[src/rtl/hram_ctrl_if.sv]
// Request/response bus between the SoC memory mux and the HyperRAM controller.
interface hram_ctrl_if #(
  parameter int ADDR_W = 22
);
  logic              req_valid;
  logic              req_ready;
  logic              req_write;
  logic              req_reg;
  logic [ADDR_W-1:0] req_addr;
  logic [15:0]       req_wdata;
  logic [1:0]        req_wstrb;
  logic              rsp_valid;
  logic [15:0]       rsp_rdata;

  modport master (
    output req_valid, req_write, req_reg, req_addr, req_wdata, req_wstrb,
    input  req_ready, rsp_valid, rsp_rdata
  );

  modport slave (
    input  req_valid, req_write, req_reg, req_addr, req_wdata, req_wstrb,
    output req_ready, rsp_valid, rsp_rdata
  );
endinterface

[src/rtl/hram_ctrl.sv]
// Single-word HyperRAM bus master: CA phase, latency, one 16-bit data word.
//
// state | meaning
// IDLE  | waiting for a request, req_ready=1
// XFER  | CS low, beats of 2 clk (phase A: drive, phase B: toggle ck)
// TAIL  | one phase-A cycle after the last (falling) edge, lo read byte sampled
// DONE  | CS high, rsp_valid pulse
module hram_ctrl #(
  parameter int ADDR_W = 22
) (
  input  logic       clk_i,
  input  logic       reset_i,
  hram_ctrl_if.slave bus,
  output logic       hram_cs_o,
  output logic       hram_ck_o,
  output logic [7:0] dq_out_o,
  output logic       dq_oe_o,
  input  logic [7:0] dq_in_i,
  output logic       rwds_out_o,
  output logic       rwds_oe_o,
  input  logic       rwds_in_i
);
  typedef enum logic [1:0] {IDLE, XFER, TAIL, DONE} state_t;

  state_t      state_q, state_d;
  logic [4:0]  edge_q, edge_d;
  logic        phase_q, phase_d;
  logic [47:0] ca_q, ca_d;
  logic [15:0] wdata_q, wdata_d;
  logic [1:0]  wstrb_q, wstrb_d;
  logic        write_q, write_d;
  logic        reg_q, reg_d;
  logic        lat_long_q, lat_long_d;
  logic [7:0]  rdata_hi_q, rdata_hi_d;
  logic [15:0] rdata_q, rdata_d;
  logic        rsp_valid_q, rsp_valid_d;
  logic        cs_q, cs_d;
  logic        ck_q, ck_d;
  logic [7:0]  dq_out_q, dq_out_d;
  logic        dq_oe_q, dq_oe_d;
  logic        rwds_out_q, rwds_out_d;
  logic        rwds_oe_q, rwds_oe_d;

  logic [47:0] ca_w;
  logic [4:0]  lat_edge, last_edge, nxt;

  // CA word built straight from the request so B0 can be driven the cycle after accept
  assign ca_w = {~bus.req_write, bus.req_reg, 1'b1, 29'(bus.req_addr[ADDR_W-1:3]),
                 13'd0, bus.req_addr[2:0]};

  assign lat_edge  = lat_long_q ? 5'd20 : 5'd12;
  assign last_edge = reg_q ? 5'd7 : lat_edge + 5'd1;
  assign nxt       = edge_q + 5'd1;

  // State and pin registers; all pins come straight from flops
  always_ff @(posedge clk_i) begin
    if (reset_i) begin
      state_q     <= IDLE;
      edge_q      <= '0;
      phase_q     <= 1'b0;
      ca_q        <= '0;
      wdata_q     <= '0;
      wstrb_q     <= '0;
      write_q     <= 1'b0;
      reg_q       <= 1'b0;
      lat_long_q  <= 1'b0;
      rdata_hi_q  <= '0;
      rdata_q     <= '0;
      rsp_valid_q <= 1'b0;
      cs_q        <= 1'b1;
      ck_q        <= 1'b0;
      dq_out_q    <= '0;
      dq_oe_q     <= 1'b0;
      rwds_out_q  <= 1'b0;
      rwds_oe_q   <= 1'b0;
    end else begin
      state_q     <= state_d;
      edge_q      <= edge_d;
      phase_q     <= phase_d;
      ca_q        <= ca_d;
      wdata_q     <= wdata_d;
      wstrb_q     <= wstrb_d;
      write_q     <= write_d;
      reg_q       <= reg_d;
      lat_long_q  <= lat_long_d;
      rdata_hi_q  <= rdata_hi_d;
      rdata_q     <= rdata_d;
      rsp_valid_q <= rsp_valid_d;
      cs_q        <= cs_d;
      ck_q        <= ck_d;
      dq_out_q    <= dq_out_d;
      dq_oe_q     <= dq_oe_d;
      rwds_out_q  <= rwds_out_d;
      rwds_oe_q   <= rwds_oe_d;
    end
  end

  // Next state and next pin values; each XFER beat sets up the following beat's byte
  always_comb begin
    state_d     = state_q;
    edge_d      = edge_q;
    phase_d     = phase_q;
    ca_d        = ca_q;
    wdata_d     = wdata_q;
    wstrb_d     = wstrb_q;
    write_d     = write_q;
    reg_d       = reg_q;
    lat_long_d  = lat_long_q;
    rdata_hi_d  = rdata_hi_q;
    rdata_d     = rdata_q;
    rsp_valid_d = 1'b0;
    cs_d        = cs_q;
    ck_d        = ck_q;
    dq_out_d    = dq_out_q;
    dq_oe_d     = dq_oe_q;
    rwds_out_d  = rwds_out_q;
    rwds_oe_d   = rwds_oe_q;

    case (state_q)
      IDLE: begin
        if (bus.req_valid) begin
          write_d = bus.req_write;
          reg_d   = bus.req_reg;
          wdata_d = bus.req_wdata;
          wstrb_d = bus.req_wstrb;
          if (bus.req_reg && !bus.req_write) begin
            // register reads are unsupported: answer at once with zero, no bus activity
            state_d     = DONE;
            rsp_valid_d = 1'b1;
            rdata_d     = '0;
          end else begin
            state_d    = XFER;
            edge_d     = '0;
            phase_d    = 1'b0;
            lat_long_d = 1'b0;
            cs_d       = 1'b0;
            dq_oe_d    = 1'b1;
            dq_out_d   = ca_w[47:40];
            ca_d       = ca_w << 8;
          end
        end
      end
      XFER: begin
        if (!phase_q) begin
          phase_d = 1'b1;
          ck_d    = ~ck_q;
          if (edge_q == 5'd3) lat_long_d = rwds_in_i;
          if (!write_q && !reg_q && edge_q == lat_edge + 5'd1) rdata_hi_d = dq_in_i;
        end else if (edge_q == last_edge) begin
          state_d = TAIL;
          phase_d = 1'b0;
        end else begin
          phase_d = 1'b0;
          edge_d  = nxt;
          if (nxt <= 5'd5) begin
            dq_out_d = ca_q[47:40];
            ca_d     = ca_q << 8;
          end else if (reg_q) begin
            dq_out_d = (nxt == 5'd6) ? wdata_q[15:8] : wdata_q[7:0];
          end else if (write_q) begin
            rwds_oe_d = (nxt >= lat_edge);
            if (nxt == lat_edge) begin
              dq_out_d   = wdata_q[15:8];
              rwds_out_d = wstrb_q[1];
            end else if (nxt == lat_edge + 5'd1) begin
              dq_out_d   = wdata_q[7:0];
              rwds_out_d = wstrb_q[0];
            end else begin
              dq_out_d = '0;
            end
          end else begin
            dq_oe_d = 1'b0;
          end
        end
      end
      TAIL: begin
        state_d     = DONE;
        cs_d        = 1'b1;
        dq_oe_d     = 1'b0;
        rwds_oe_d   = 1'b0;
        dq_out_d    = '0;
        rwds_out_d  = 1'b0;
        rsp_valid_d = 1'b1;
        if (!write_q) rdata_d = {rdata_hi_q, dq_in_i};
      end
      DONE: begin
        state_d = IDLE;
      end
      default: begin
        state_d = IDLE;
      end
    endcase
  end

  assign bus.req_ready = (state_q == IDLE);
  assign bus.rsp_valid = rsp_valid_q;
  assign bus.rsp_rdata = rdata_q;
  assign hram_cs_o     = cs_q;
  assign hram_ck_o     = ck_q;
  assign dq_out_o      = dq_out_q;
  assign dq_oe_o       = dq_oe_q;
  assign rwds_out_o    = rwds_out_q;
  assign rwds_oe_o     = rwds_oe_q;
endmodule
[src/flat_wrapper.sv]
// flat-port wrapper written by rule: the top's interface ports become plain ports
module hram_ctrl_flat 
#(
  parameter int ADDR_W = 22
)
  (clk_i, reset_i, hram_cs_o, hram_ck_o, dq_out_o, dq_oe_o, dq_in_i, rwds_out_o, rwds_oe_o, rwds_in_i, bus_req_valid, bus_req_write, bus_req_reg, bus_req_addr, bus_req_wdata, bus_req_wstrb, bus_req_ready, bus_rsp_valid, bus_rsp_rdata);
  hram_ctrl_if #(.ADDR_W(ADDR_W)) bus_i ();
  input  logic clk_i;
  input  logic reset_i;
  output logic hram_cs_o;
  output logic hram_ck_o;
  output logic [7:0] dq_out_o;
  output logic dq_oe_o;
  input  logic [7:0] dq_in_i;
  output logic rwds_out_o;
  output logic rwds_oe_o;
  input  logic rwds_in_i;
  input wire logic [$bits(bus_i.req_valid)-1:0] bus_req_valid;
  input wire logic [$bits(bus_i.req_write)-1:0] bus_req_write;
  input wire logic [$bits(bus_i.req_reg)-1:0] bus_req_reg;
  input wire logic [$bits(bus_i.req_addr)-1:0] bus_req_addr;
  input wire logic [$bits(bus_i.req_wdata)-1:0] bus_req_wdata;
  input wire logic [$bits(bus_i.req_wstrb)-1:0] bus_req_wstrb;
  output wire logic [$bits(bus_i.req_ready)-1:0] bus_req_ready;
  output wire logic [$bits(bus_i.rsp_valid)-1:0] bus_rsp_valid;
  output wire logic [$bits(bus_i.rsp_rdata)-1:0] bus_rsp_rdata;
  assign bus_i.req_valid = bus_req_valid;
  assign bus_i.req_write = bus_req_write;
  assign bus_i.req_reg = bus_req_reg;
  assign bus_i.req_addr = bus_req_addr;
  assign bus_i.req_wdata = bus_req_wdata;
  assign bus_i.req_wstrb = bus_req_wstrb;
  assign bus_req_ready = bus_i.req_ready;
  assign bus_rsp_valid = bus_i.rsp_valid;
  assign bus_rsp_rdata = bus_i.rsp_rdata;
  hram_ctrl #(.ADDR_W(ADDR_W)) u_core (.clk_i(clk_i), .reset_i(reset_i), .bus(bus_i), .hram_cs_o(hram_cs_o), .hram_ck_o(hram_ck_o), .dq_out_o(dq_out_o), .dq_oe_o(dq_oe_o), .dq_in_i(dq_in_i), .rwds_out_o(rwds_out_o), .rwds_oe_o(rwds_oe_o), .rwds_in_i(rwds_in_i));
endmodule
[config.mk]
export PLATFORM = sky130hd
export DESIGN_NAME = hram_ctrl_flat
export DESIGN_NICKNAME = d
export VERILOG_FILES = /design/src/rtl/hram_ctrl_if.sv /design/src/rtl/hram_ctrl.sv /design/src/flat_wrapper.sv
export SDC_FILE = /design/constraint.sdc
export NUM_CORES = 1
export LEC_CHECK = 0
export ABC_AREA = 1
export CORE_UTILIZATION = 25
export DETAILED_ROUTE_END_ITERATION = 10
export DONT_BUFFER_PORTS = 1
export GPL_TIMING_DRIVEN = 0
export PLACE_DENSITY = 0.46
export SKIP_LAST_GASP = 1
export SLEW_MARGIN = 15
export SYNTH_ARGS = -nofsm -noshare
export SYNTH_HDL_FRONTEND = slang
export SYNTH_SLANG_ARGS = --single-unit
[constraint.sdc]
create_clock -name clk_i -period 2.9 [get_ports clk_i]
set_input_delay 0.58 -clock clk_i [delete_from_list [all_inputs] [get_ports clk_i]]
set_output_delay 0.58 -clock clk_i [all_outputs]
set_load 0.02 [all_outputs]
# [Yosys cells after proc, flatten, opt, wreduce, memory -nomap -nowiden]
# Cells that the tools add are included.
[word_totals] ff_bits=115
[op_classes] bitwise=3 n_addsub=2 muxes=66 eq_ne=25 n_lt_le_gt_ge=2 reduce_logical=25
[op_table] op="$mux W48" n=5
[op_table] op="$pmux W48 S2" n=1
[op_table] op="$mux W8" n=10
[op_table] op="$mux W16" n=3
[op_table] op="$pmux W16 S2" n=1
[op_table] op="$mux W5" n=6
[op_table] op="$mux W1" n=26
[op_table] op="$pmux W8 S3" n=1
[op_table] op="$eq A5 B5 Y1" n=4
[op_table] op="$reduce_and A6 Y1" n=3
[op_table] op="$ne A2 B2 Y1 const B" n=8
[op_table] op="$ne A2 B1 Y1 const B" n=6
[op_table] op="$pmux W1 S2" n=6
[op_table] op="$reduce_and A3 Y1" n=4
[op_table] op="$add A5 B1 Y5 const B" n=2
[op_table] op="$pmux W5 S2" n=1
[op_table] op="$reduce_and A5 Y1" n=2
[op_table] op="$mux W2" n=4
[op_table] op="$pmux W2 S4" n=1
[op_table] op="$reduce_and A8 Y1" n=1
[op_table] op="$reduce_and A7 Y1" n=1
[op_table] op="$reduce_bool A2 Y1" n=3
[op_table] op="$eq A5 B2 Y1 const B" n=1
[op_table] op="$eq A5 B3 Y1 const B" n=1
[op_table] op="other kinds (14)" n=22

# [Longest topological paths before layout]
# Gate-level depths: netlist of the first run.
[depth] word_depth=11 mapped_depth=17

# [Worst setup path before layout of the first run]
# No wires, ideal clock.
[synth_timing] path_type="register -> register" from="register u_core.edge_q[0]" to="register u_core.dq_out_q[4], in the netlist u_core.dq_out_o[4]" path_slack_ps=662 path_stages_with_launch=18 setup_ps=132 arrival_ps=2106 period_less_slack_ps=2238 t_required_ps=2768 path_cell_list="dfxtp_1 -> ha_1 -> buf_6 -> nand4_1 -> nand2_1 -> ha_1 -> nand2_1 -> clkinv_1 -> nand3_1 -> nand2_1 -> inv_1 -> nand2_1 -> inv_1 -> nor2_1 -> nand2_1 -> nand2_1 -> nand3_1 -> a21oi_1"
[synth_between] elab_chain_len=10 elab_cells_between_ends=18
[synth_rtl] element="start: declaration" line="hram_ctrl.sv:26" source="logic [4:0] edge_q, edge_d;"
[synth_rtl] element="start signal: assignment" line="hram_ctrl.sv:78" source="edge_q <= edge_d;"
[synth_rtl] element="$add A5 B1 Y5" line="hram_ctrl.sv:53" source="assign nxt = edge_q + 5'd1;"
[synth_rtl] element="$eq A5 B5 Y1" line="hram_ctrl.sv:165" source="end else if (nxt == lat_edge + 5'd1) begin"
[synth_rtl] element="$mux W8" line="hram_ctrl.sv:165"
[synth_rtl] element="$mux W8" line="hram_ctrl.sv:162" source="if (nxt == lat_edge) begin"
[synth_rtl] element="$mux W8" line="hram_ctrl.sv:160" source="end else if (write_q) begin"
[synth_rtl] element="$mux W8" line="hram_ctrl.sv:158" source="end else if (reg_q) begin"
[synth_rtl] element="$mux W8" line="hram_ctrl.sv:155" source="if (nxt <= 5'd5) begin"
[synth_rtl] element="$mux W8" line="hram_ctrl.sv:149" source="end else if (edge_q == last_edge) begin"
[synth_rtl] element="$mux W8" line="hram_ctrl.sv:144" source="if (!phase_q) begin"
[synth_rtl] element="$pmux W8 S3" line="hram_ctrl.sv:119" source="case (state_q)"
[synth_rtl] element="end signal: assignment" line="hram_ctrl.sv:91" source="dq_out_q <= dq_out_d;"
[synth_rtl] element="end: declaration" line="hram_ctrl.sv:39" source="logic [7:0] dq_out_q, dq_out_d;"
# Several ways; a longest one is shown, not always the timed one. The select of a mux whose other input is x is not followed.
# A chain may end at the register's enable or synchronous reset.

# [Final worst setup path of the first run]
[layout_timing] from="register u_core.edge_q[1]" to="register u_core.dq_out_q[0], in the netlist u_core.dq_out_o[0]"
# The elaborated chain is that of the path after synthesis.

==> impl_metrics.ini, run 1 <==
[die]
core-area_um2 = 19590
fp.dieH_um = 143.8
start_util_pct = 25.67
ios = 85
die_x_um = 143.8
fp-row-count = 51
dieArea_um2 = 20690

[global_route]
grt_pass1_wl_um = 24090
grt_pass1_vias = 4215
grt_usage_pct = 15.69
grt_overflow_total = 0
top_usage_layer = met2
grt_max_degree = 18
antenna_found_initial = 0
use_met1_pct = 20.86
grtUsageMet2_pct = 25.55
met3_usage_pct = 2.999

[logic_synthesis]
ys_seq_area_share_pct = 38.62
syn_area_um2 = 5029
avgSynthCellArea_um2 = 7.023
synth.net_count = 779
ys_warn_count = 0
synthCells = 716
ys_ff_latch = 97
netlist-cell-type-count = 38

[critical_path]
cp_max_fo = 10
r2r_setup_slack_ns = 0.28
critPathKind = register to register
r2r_start = u_core.edge_q[1]
ff2ff_path_depth = 17
startpoint_type = register
end_kind = register
crit_required_ns = 3.12
endpoint = u_core.dq_out_o[0]
r2r_end = u_core.dq_out_o[0]
startpoint = u_core.edge_q[1]
arrival_ns = 2.84

[detailed_routing]
wl_um = 15280
drtIter0Drc = 292
drc = 0
drt-pass1-iter-count = 5
num_vias = 4443
drt-vias-per-instance = 4.456
antenna_left = 0
wl_per_cell_um = 15.32

[pwr]
peakVddDrop_v = 0.0003803
p_leak_uw = 0.002294
powerDensity_nw_per_um2 = 975.9

[place]
dpl_worst_slack_ns = 0.1081
io_buffer_count = 0
dp_hpwl_um = 11690
post_dp_cell_area_um2 = 5360
dp.cells = 981
gp_congestion = 0.8400

[timing]
slew_violations = 0
totalNegativeSetupSlack_ns = 0
setup_viol = 0
hold_viol_final = 0
fin_crit_sh_pct = 90.35
finalClockSkew_ns = 0.01006
maxSlewHeadroom_pct = 55.52
period_minus_slack_ns = 2.620
fmax_mhz = 381.6
worst_slack_ns = 0.2798
rsz0062_at_grt = no
tightest_slew_ns = 0.6673

[finish]
layout.nets = 790
instances_no_fill = 997
syn_to_final_growth_pct = 12.24
drive_above_1_share_pct = 9.016
design_area_um2 = 5644
final_cell_mix = nand2_1 (177), dfxtp_1 (96), nor2_1 (75), inv_1 (73), a21oi_1 (68)
antenna_cells = 0
layout_commonest_cell = nand2_1

[cts]
cts_root_buf = clkbuf_16
ctsHoldBuffers = 0
cts_tree = yes
cts_max_level = 3
clk_path_buf_depth = 2
clk_pin_slew_ns = 0.07
clk_latency_ns = 0.36
clock-sinks = 97
numCtsBuffers = 9
postCtsSetupRepairBufs = 0

[worst_hold_path]
hold_class = input port to register

[status]
status = finished clean

[job]
maxCapViolCount = 0
## layer usage
layer,vias up,part of all wire (%)
li1,2346,-
met1,2006,48
met2,82,47
met3,9,3.7
met4,0,1.1
met5,-,0
## worst min-delay path by stage
stage                     cells after the start              start                    to
after floorplan                               2  u_core.wstrb_q[0]     u_core.wstrb_q[0]
after global placement                        2    u_core.ca_q[30]       u_core.ca_q[30]
after detailed placement                      2    u_core.ca_q[43]       u_core.ca_q[43]
after CTS                                     2         dq_in_i[3]  u_core.rdata_hi_q[3]
after global routing                          2         dq_in_i[1]  u_core.rdata_hi_q[1]
final                                         2         dq_in_i[3]  u_core.rdata_hi_q[3]
## flip-flops by register name (all words and copies together), names as in the netlist
name	cells
u_core.state_q	2
u_core.ca_q	30
u_core.hram_cs_o	1
u_core.edge_q	5
u_core.bus.rsp_valid	1
u_core.wdata_q	16
u_core.rdata_hi_q	8
u_core.rwds_oe_o	1
u_core.phase_q	1
u_core.write_q	1
u_core.hram_ck_o	1
u_core.lat_long_q	1
u_core.dq_out_o	8
u_core.dq_oe_o	1
u_core.reg_q	1
u_core.rwds_out_o	1
u_core.bus.rsp_rdata	16
u_core.wstrb_q	2
## kinds of logic after synthesis
group           Yosys count  synth area share [%]
simple gates            365                 33.94
buf+inv                 116                 10.30
mux                       8                 1.592
compound gates          120                 13.14
flops                    97                 38.62
xor+xnor                  1                0.1742
fa+ha+maj                 9                 2.239
## synth_stat cells (all sizes together)
| cell | instances | area share [%] |
|---|---|---|
| nor3b | 6 | 0.90 |
| a31oi | 1 | 0.12 |
| clkinv | 3 | 0.22 |
| nand3b | 16 | 2.4 |
| nand2 | 185 | 15 |
| a21oi | 69 | 6.9 |
| o221ai | 1 | 0.17 |
| a211oi | 10 | 1.9 |
| buf | 17 | 2.9 |
| nand3 | 58 | 6.6 |
| and3 | 8 | 1.0 |
| nand4 | 10 | 1.5 |
| dfxtp | 97 | 39 |
| inv | 77 | 5.7 |
| o21ai | 39 | 4.0 |
| nor2 | 82 | 6.9 |
| mux2i | 8 | 1.6 |
| ha | 9 | 2.2 |
| xor2 | 1 | 0.17 |
| clkbuf | 19 | 1.4 |
## through the flow
step | util (%) | hold WS [ns] | power (uW)
2_1_floorplan | - | 0.4297 | 3723
3_3_place_gp | 27.36 | 0.4485 | 4391
3_5_place_dp | 27.36 | 0.4541 | 4383
4_1_cts | 28.79 | 0.3391 | 5560
5_1_grt | 28.81 | 0.3485 | 5978
6_report | 28.81 | 0.3526 | 5508
## repair_timing
item / in CTS / in global routing
endpoints found under the hold margin: 0 / 0
setup endpoints to repair: 0 / 9
gates resized for setup: 0 / 2
## critical path, stage by stage, from the launching register on
cell and delay, ns:
dfxtp_1 0.44, ha_1 0.27, buf_6 0.16, nand4_1 0.10, nand2_1 0.15, ha_1 0.27, nand2_1 0.16, clkinvlp_4 0.24
nand3_1 0.14, nand2_1 0.05, inv_1 0.06, nand2_1 0.05, inv_1 0.05, nor2_1 0.03, nand2_1 0.09, nand2_1 0.08
nand3_1 0.08, a21oi_1 0.07
## area by class of cell
class / count / area (um2)
sequential: 97 / 1943
buffer: 36 / 217.7
multi-input combinational: 503 / 2569
clock inverter: 7 / 53.80
inverter: 80 / 304.0
clock buffer: 9 / 225.2
fill: 2211 / 13950
tap: 265 / 331.6
## power by group
part           switching [uW]  leakage (uW)  internal [uW]  total [uW]
Combinational            1640       0.00137            795        2430
Clock                     567      0.000134            590        1160
Sequential                272      0.000793           1650        1920
Total                    2480       0.00229           3030        5510
Note: power is estimated with default switching activity, not from simulation.
==> inputs of run 2 (changes only) <==
--- a/config.mk
+++ b/config.mk
@@ -10,6 +10,7 @@
 export DETAILED_ROUTE_END_ITERATION = 10
 export DONT_BUFFER_PORTS = 1
 export GPL_TIMING_DRIVEN = 0
+export HOLD_SLACK_MARGIN = 0.05
 export PLACE_DENSITY = 0.46
 export SKIP_LAST_GASP = 1
 export SLEW_MARGIN = 15
==> results of run 2 <==
Final layout, timing and power as in run 1 (identical DEF).
